`src/rtl/multicycle_seq.sv`:
```
// -----------------------------------------------------------------------------
// multicycle_seq
// Multi-cycle instruction sequencer for the 4-bit-opcode datapath. Each
// instruction is stepped through FETCH / DECODE / EXEC / (MULW) / (MEM) / WB.
// The block handshakes with the instruction and data memories and drives the
// per-phase datapath strobes.
//
// Ports:
//   clk, rst_n             clock (rising edge), async active-low reset
//   run                    enable, sampled only at instruction boundaries
//   opcode                 opcode from IR bypass, captured when imem_ack=1
//   zero                   ALU zero flag, used by BEQ in EXEC
//   imem_ack / imem_req    instruction memory handshake
//   dmem_ack / dmem_req    data memory handshake, dmem_we=1 for SW
//   ir_load, rf_wen,       per-phase datapath strobes
//   pc_en, pc_src
//   aluop, alu_src,        datapath selects, registered from the opcode and
//   reg_dst, mem_to_reg    held stable for the whole instruction
//   busy, halted, illegal  status outputs
//   retire_cnt             retired-instruction counter (wraps)
// -----------------------------------------------------------------------------
module multicycle_seq #(
    parameter int MUL_CYCLES = 4,
    parameter int CNT_WIDTH  = 16
) (
    input  logic                 clk,
    input  logic                 rst_n,
    input  logic                 run,
    input  logic [3:0]           opcode,
    input  logic                 zero,
    input  logic                 imem_ack,
    input  logic                 dmem_ack,
    output logic                 imem_req,
    output logic                 dmem_req,
    output logic                 dmem_we,
    output logic                 ir_load,
    output logic                 rf_wen,
    output logic                 pc_en,
    output logic                 pc_src,
    output logic [2:0]           aluop,
    output logic                 alu_src,
    output logic                 reg_dst,
    output logic                 mem_to_reg,
    output logic                 busy,
    output logic                 halted,
    output logic                 illegal,
    output logic [CNT_WIDTH-1:0] retire_cnt
);

    typedef enum logic [2:0] {
        S_IDLE   = 3'd0,
        S_FETCH  = 3'd1,
        S_DECODE = 3'd2,
        S_EXEC   = 3'd3,
        S_MULW   = 3'd4,
        S_MEM    = 3'd5,
        S_WB     = 3'd6,
        S_HALTED = 3'd7
    } state_t;

    localparam logic [3:0] OP_SLL  = 4'd5;
    localparam logic [3:0] OP_SRL  = 4'd6;
    localparam logic [3:0] OP_MUL  = 4'd7;
    localparam logic [3:0] OP_LW   = 4'd8;
    localparam logic [3:0] OP_SW   = 4'd9;
    localparam logic [3:0] OP_BEQ  = 4'd10;
    localparam logic [3:0] OP_HALT = 4'd15;

    // EXEC already counts as the first MUL cycle; MULW runs from this
    // preload down to zero inclusive.
    localparam logic [3:0] MUL_LOAD   = 4'(MUL_CYCLES - 2);
    localparam bit         MUL_SINGLE = (MUL_CYCLES == 32'sd1);

    // Opcodes 11..14 are undefined.
    function automatic logic is_illegal(input logic [3:0] op);
        return (op >= 4'd11) && (op <= 4'd14);
    endfunction

    // ALU operation for a given opcode; memory ops use ADD, BEQ uses SUB.
    function automatic logic [2:0] dec_aluop(input logic [3:0] op);
        logic [2:0] r;
        case (op)
            4'd0, 4'd1, 4'd2, 4'd3,
            4'd4, 4'd5, 4'd6, 4'd7: r = op[2:0];
            OP_LW, OP_SW:           r = 3'b000;
            OP_BEQ:                 r = 3'b001;
            default:                r = 3'b000;
        endcase
        return r;
    endfunction

    state_t                state_r, state_s;
    state_t                boundary_s;
    logic [3:0]            op_r;
    logic [3:0]            mul_cnt_r, mul_cnt_s;
    logic [2:0]            aluop_r;
    logic                  alu_src_r;
    logic                  reg_dst_r;
    logic                  mem_to_reg_r;
    logic [CNT_WIDTH-1:0]  retire_cnt_r;

    assign boundary_s = run ? S_FETCH : S_IDLE;

    // Next-state and per-phase strobe decode from the registered state.
    always_comb begin
        state_s   = state_r;
        mul_cnt_s = mul_cnt_r;
        imem_req  = 1'b0;
        dmem_req  = 1'b0;
        dmem_we   = 1'b0;
        ir_load   = 1'b0;
        rf_wen    = 1'b0;
        pc_en     = 1'b0;
        pc_src    = 1'b0;
        illegal   = 1'b0;
        case (state_r)
            S_IDLE: begin
                if (run) begin
                    state_s = S_FETCH;
                end else begin
                    state_s = S_IDLE;
                end
            end
            S_FETCH: begin
                imem_req = 1'b1;
                if (imem_ack) begin
                    ir_load = 1'b1;
                    state_s = S_DECODE;
                end else begin
                    state_s = S_FETCH;
                end
            end
            S_DECODE: begin
                if (op_r == OP_HALT) begin
                    state_s = S_HALTED;
                end else if (is_illegal(op_r)) begin
                    // Undefined opcode retires as a NOP.
                    illegal = 1'b1;
                    pc_en   = 1'b1;
                    state_s = boundary_s;
                end else begin
                    state_s = S_EXEC;
                end
            end
            S_EXEC: begin
                case (op_r)
                    OP_MUL: begin
                        if (MUL_SINGLE) begin
                            state_s = S_WB;
                        end else begin
                            mul_cnt_s = MUL_LOAD;
                            state_s   = S_MULW;
                        end
                    end
                    OP_LW, OP_SW: begin
                        state_s = S_MEM;
                    end
                    OP_BEQ: begin
                        pc_en   = 1'b1;
                        pc_src  = zero;
                        state_s = boundary_s;
                    end
                    default: begin
                        state_s = S_WB;
                    end
                endcase
            end
            S_MULW: begin
                if (mul_cnt_r == 4'd0) begin
                    state_s = S_WB;
                end else begin
                    mul_cnt_s = mul_cnt_r - 4'd1;
                    state_s   = S_MULW;
                end
            end
            S_MEM: begin
                dmem_req = 1'b1;
                dmem_we  = (op_r == OP_SW);
                if (dmem_ack) begin
                    if (op_r == OP_SW) begin
                        pc_en   = 1'b1;
                        state_s = boundary_s;
                    end else begin
                        state_s = S_WB;
                    end
                end else begin
                    state_s = S_MEM;
                end
            end
            S_WB: begin
                rf_wen  = 1'b1;
                pc_en   = 1'b1;
                state_s = boundary_s;
            end
            S_HALTED: begin
                state_s = S_HALTED;
            end
            default: begin
                state_s = S_IDLE;
            end
        endcase
    end

    // State, MUL hold counter and opcode latch.
    always_ff @(posedge clk or negedge rst_n) begin
        if (!rst_n) begin
            state_r   <= S_IDLE;
            mul_cnt_r <= 4'd0;
            op_r      <= 4'd0;
        end else begin
            state_r   <= state_s;
            mul_cnt_r <= mul_cnt_s;
            if (ir_load) begin
                op_r <= opcode;
            end else begin
                op_r <= op_r;
            end
        end
    end

    // Datapath selects are captured with the opcode so they are already
    // valid in DECODE and cannot glitch during the instruction.
    always_ff @(posedge clk or negedge rst_n) begin
        if (!rst_n) begin
            aluop_r      <= 3'b000;
            alu_src_r    <= 1'b0;
            reg_dst_r    <= 1'b0;
            mem_to_reg_r <= 1'b0;
        end else if (ir_load) begin
            aluop_r      <= dec_aluop(opcode);
            alu_src_r    <= (opcode == OP_SLL) || (opcode == OP_SRL);
            reg_dst_r    <= (opcode == OP_SW) || (opcode == OP_BEQ);
            mem_to_reg_r <= (opcode == OP_LW);
        end else begin
            aluop_r      <= aluop_r;
            alu_src_r    <= alu_src_r;
            reg_dst_r    <= reg_dst_r;
            mem_to_reg_r <= mem_to_reg_r;
        end
    end

    // Retired-instruction counter; pc_en fires exactly once per retire.
    always_ff @(posedge clk or negedge rst_n) begin
        if (!rst_n) begin
            retire_cnt_r <= {CNT_WIDTH{1'b0}};
        end else if (pc_en) begin
            retire_cnt_r <= retire_cnt_r + {{(CNT_WIDTH-1){1'b0}}, 1'b1};
        end else begin
            retire_cnt_r <= retire_cnt_r;
        end
    end

    assign aluop      = aluop_r;
    assign alu_src    = alu_src_r;
    assign reg_dst    = reg_dst_r;
    assign mem_to_reg = mem_to_reg_r;
    assign retire_cnt = retire_cnt_r;
    assign busy       = (state_r != S_IDLE) && (state_r != S_HALTED);
    assign halted     = (state_r == S_HALTED);

endmodule

```
`config.mk`:
```
export PLATFORM = sky130hd
export DESIGN_NAME = multicycle_seq
export DESIGN_NICKNAME = d
export VERILOG_FILES = /design/src/rtl/multicycle_seq.sv
export SDC_FILE = /design/constraint.sdc
export NUM_CORES = 1
export LEC_CHECK = 0
export ABC_AREA = 1
export CORE_AREA = 2 2 67 69
export CTS_BUF_LIST = sky130_fd_sc_hd__clkbuf_8
export CTS_CLUSTER_DIAMETER = 200
export DETAILED_ROUTE_END_ITERATION = 10
export DIE_AREA = 0 0 69 71
export PLACE_DENSITY = 0.84
export SYNTH_ARGS = -nofsm -noshare
export SYNTH_HDL_FRONTEND = slang
export SYNTH_SLANG_ARGS = --single-unit
```
`constraint.sdc`:
```
create_clock -name clk -period 2.56 [get_ports clk]
set_clock_uncertainty 0.2 [all_clocks]
set_input_delay 0.768 -clock clk [delete_from_list [all_inputs] [get_ports clk]]
set_output_delay 0.768 -clock clk [all_outputs]
set_load 0.02 [all_outputs]
```
; ---- Word level (Yosys, flattened, before mapping)
; Index checks and enable logic that the tools add are counted.
[classes]
n_mux = 28
div = 0
n_eq_ne = 25
add_sub_neg = 2
bitwise = 0
n_reduce_logical = 13
shifts = 0
n_lt_le_gt_ge = 2
n_mul = 0
[op_table]
columns = operator, count
row1 = $eq A4 B4 Y1 const B, 7
row2 = $pmux W3 S7, 1
row3 = $eq A4 B3 Y1 const B, 5
row4 = $add A16 B1 Y16 const B, 1
row5 = $mux W1, 15
row6 = $eq A3 B3 Y1 const B, 4
row7 = $mux W3, 4
row8 = $pmux W3 S3, 1
row9 = $eq A4 B2 Y1 const B, 2
row10 = $logic_not A4 Y1, 2
row11 = $mux W4, 2
row12 = $pmux W4 S2, 1
row13 = $reduce_or A8 Y1, 1
row14 = $eq A3 B2 Y1 const B, 2
row15 = $pmux W3 S2, 1
row16 = $eq A4 B1 Y1 const B, 1
row17 = $ge A4 B4 Y1 const B, 1
row18 = $le A4 B4 Y1 const B, 1
row19 = $mux W2, 2
row20 = $ne A2 B2 Y1 const B, 2
row21 = $pmux W1 S4, 1
row22 = $reduce_or A2 Y1, 2
row23 = $sub A4 B1 Y4 const B, 1
row24 = $eq A3 B1 Y1 const B, 1
row25 = other kinds (7), 9
[word_totals]
mem_bits_ro = 0
regBits = 33
output_inout_bits = 32
n_memories = 0
ramBits = 0
latchBits = 0

; ---- Longest topological paths before layout
[logic_depth]
depth_word = 5
depth_mapped = 10

; ---- Worst setup path before layout
; OpenSTA, ideal clock, no wires.
[synth_path]
path_type = input port to output port
start = input port dmem_ack
end = output port pc_en
required_time_ps = 1592
slack_ps = 273
path_stages = 5
path_buffers = 1
arrival_time_ps = 1319
cell_sequence = nand3_1 -> clkinv_1 -> nand2_1 -> nand3_4 -> buf_12
[synth_via]
elab_chain_len = 2
[synth_rtl]
columns = item, line
row1 = "start, declared", 32  ; input logic dmem_ack,
row2 = $mux W1, 179  ; if (dmem_ack) begin
row3 = $pmux W1 S4, 116  ; case (state_r)
row4 = "end, declared", 38  ; output logic pc_en,
; No other way between the ends.

; ---- Worst setup path in the final report
; Ends and elaborated chain as after synthesis.

==> impl_metrics.env <==
export IMPL_status="finished, final reports clean"
export IMPL_numClockSinks=33
export IMPL_ys_warnings_count=0
export IMPL_cts_root_buffer="clkbuf_8"
export IMPL_num_io_pins=42
export IMPL_required_ns=1.59
export IMPL_wl_per_cell_um=12.2
export IMPL_max_clock_freq_mhz=400
export IMPL_ys_seq_area_share_pct=37.4
export IMPL_gr_usage_all_layers_pct=22.4
export IMPL_synthAdderAreaFrac_pct=1.13
export IMPL_setup_violations=0
export IMPL_dieHeight_um=71
export IMPL_vdd_ir_drop_max_mv=0.330
export IMPL_vias_per_cell=5.28
export IMPL_yosysTopAreaCellShare_pct=37.4
export IMPL_antenna_cells=0
export IMPL_path_class="in2out"
export IMPL_cts_buffer_depth=2
export IMPL_antenna_left=0
export IMPL_grt_pass1_wl_um=9050
export IMPL_area_growth_pct=28.3
export IMPL_start_util_pct=52.5
export IMPL_synthSimpleGateAreaFrac_pct=44.2
export IMPL_crit_family="buffers and inverters"
export IMPL_h_tree_depth=2
export IMPL_slowest_delay_ns=0.26
export IMPL_num_rows=24
export IMPL_clk_latency_ns=0.29
export IMPL_start_kind="input pin"
export IMPL_grt_pass1_vias=2138
export IMPL_nets=383
export IMPL_utilization_pct=67.4
export IMPL_cellPowerDensity_mw_per_mm2=383
export IMPL_tightest_slew_ns=0.435
export IMPL_largest_register_ffs=16
export IMPL_r2r_worst_path_cells=7
export IMPL_place_congestion=0.876
export IMPL_yosys_area_top_type="dfrtp_1"
export IMPL_critical_path_slowest_cell="dlygate4sd2_1"
export IMPL_drt_iter0_markers=255
export IMPL_holdBufCountCts=0
export IMPL_wl_um=5170
export IMPL_num_vias=2237
export IMPL_cts_tree="yes"
export IMPL_top_usage_layer="met2"
export IMPL_yosys_register_bits=33
export IMPL_period_minus_slack_ns=2.50
export IMPL_die_area_mm2=0.00490
export IMPL_cap_violations=0
export IMPL_grt_overflow=0
export IMPL_detailed_place_hpwl_um=3820
export IMPL_drc=0
export IMPL_rsz0062_at_grt="false"
export IMPL_mostFrequentLayoutCell="nand2_1"
export IMPL_clk_pin_slew_ns=0.08
export IMPL_cp_arrival_ns=1.53
export IMPL_holdPathStages=2
export IMPL_port_buffers=41
export IMPL_fin_crit_sh_pct=97.6
export IMPL_use_met3_pct=5.27
export IMPL_design_area_mm2=0.00283
export IMPL_path_buf_inv=3
export IMPL_synth_compound_area_share_pct=4.48
export IMPL_grt_max_degree=34
export IMPL_use_met1_pct=25.8
export IMPL_die_width_um=69
export IMPL_syn_area_mm2=0.00221
export IMPL_worstHoldPathType="reg2reg"
export IMPL_drive_above_1_share_pct=19.6
export IMPL_leakagePower_nw=1.40
export IMPL_grtUsageMet2_pct=40.8
export IMPL_fillCellCount=373
export IMPL_cp_end_kind="output port"
export IMPL_slew_violations=0
export IMPL_synth_xor_area_share_pct=2.78
export IMPL_synth_distinct_cells=30
export IMPL_firstDrtPassIters=4
export IMPL_hold_viol_final=0
export IMPL_dpl_cell_area_mm2=0.00273
export IMPL_synth_top_family_by_area="simple AND/OR/NAND/NOR gates"
export IMPL_crit_cells=6
export IMPL_syn_nets=328
export IMPL_core_area_mm2=0.00420
export IMPL_critPathMaxFanout=3
export IMPL_crit_chain="dlygate4sd2_1 -> nand3_2 -> clkinv_1 -> nand2_2 -> nand3_4 -> buf_4"
export IMPL_layout_common_cells="nand2_1, inv_1, nand3_1, nor2_1, dfrtp_1"
export IMPL_cts_buffers=5
export IMPL_synth_area_leaders="dfrtp_1, nand2_1, nand3_1"
export IMPL_antenna_found_initial=0
export IMPL_syn_area_per_cell_um2=6.99
export IMPL_slew_headroom_pct=70.9
export IMPL_postSynthCellCount=316
export IMPL_synth_area_mux_share_pct=0
[cell type report]
| cell class | count | area (um2) | share of cell area (%) |
|---|---|---|---|
| multi-input combinational | 233 | 1170 | 41.5 |
| clock buffer | 5 | 68.8 | 2.43 |
| tap | 52 | 65.1 | 2.30 |
| timing repair buffer | 54 | 483 | 17.0 |
| sequential | 33 | 830 | 29.3 |
| inverter | 44 | 165 | 5.83 |
| clock inverter | 3 | 46.3 | 1.63 |
[worst min-delay path: cells and delay by family, from the launching register on]
family | cells | cell delay (ns)
AOI/OAI and AO/OA | 1 | 0.06
DFF | 1 | 0.35
and+or+nand+nor | 1 | 0.05
[synth_stat cells, drive strengths merged]
cell type	n
o21ai	13
nand4	10
inv	43
buf	6
ha	2
o211ai	1
or2	1
nor2	41
nand2	112
nand3	39
xor2	4
dfrtp	33
a21oi	3
clkinv	1
nor3	3
a22oi	1
xnor2	3
[worst paths after layout]
| check | start | end | slack, ns |
|---|---|---|---|
| worst min-delay path | reg_dst | reg_dst | 0.30 |
| worst max register to register | retire_cnt[0] | retire_cnt[8] | 0.76 |
| max in group asynchronous | rst_n | state_r[2] | 1.15 |
| worst max-delay path | dmem_ack | pc_en | 0.06 |
| worst min register to register | reg_dst | reg_dst | 0.30 |
| min in group asynchronous | rst_n | retire_cnt[4] | 0.68 |
[stage by stage]
stage	hold WS [ns]	setup WS, ns	setup TNS, ns	std cells	power [mW]
after detailed placement	0.281	-0.670	-1.56	416	0.590
after floorplan	0.272	0.273	0	316	0.553
after global placement	0.268	-0.648	-1.50	416	0.589
final	0.297	0.0606	0	424	1.08
after global routing	0.328	0.00689	0	424	1.12
after CTS	0.300	-0.00571	-0.00571	424	1.09
[power breakdown]
group          leakage (nW)  switching, mW  internal, mW
clock                0.0543          0.215         0.291
sequential            0.436        0.00372         0.524
combinational         0.914         0.0285        0.0219
total                  1.40          0.247         0.838
[per-layer routing]
layer  vias to the layer above  wire [um]
li1                       1106          -
met1                      1041       2130
met2                        77       2620
met3                        13        312
met4                         0        102
met5                         -          0
[repair_timing]
action / CTS / global route
cloned: 0 / 0
setup endpoints to repair: 10 / 5
pin swaps: 1 / 1
buffers inserted: 0 / 0
gates resized for setup: 28 / 9
[cell families (layout without fill, tap and decap cells)]
| logic type | Yosys count | after routing |
|---|---|---|
| AND/OR/NAND/NOR | 206 | 206 |
| buffers and inverters | 50 | 106 |
| flip-flops | 33 | 33 |
| AO/OA/AOI/OAI | 18 | 18 |
| XOR/XNOR | 7 | 7 |
| adder cells (fa/ha/maj) | 2 | 2 |
(Power assumes the default switching activity.)
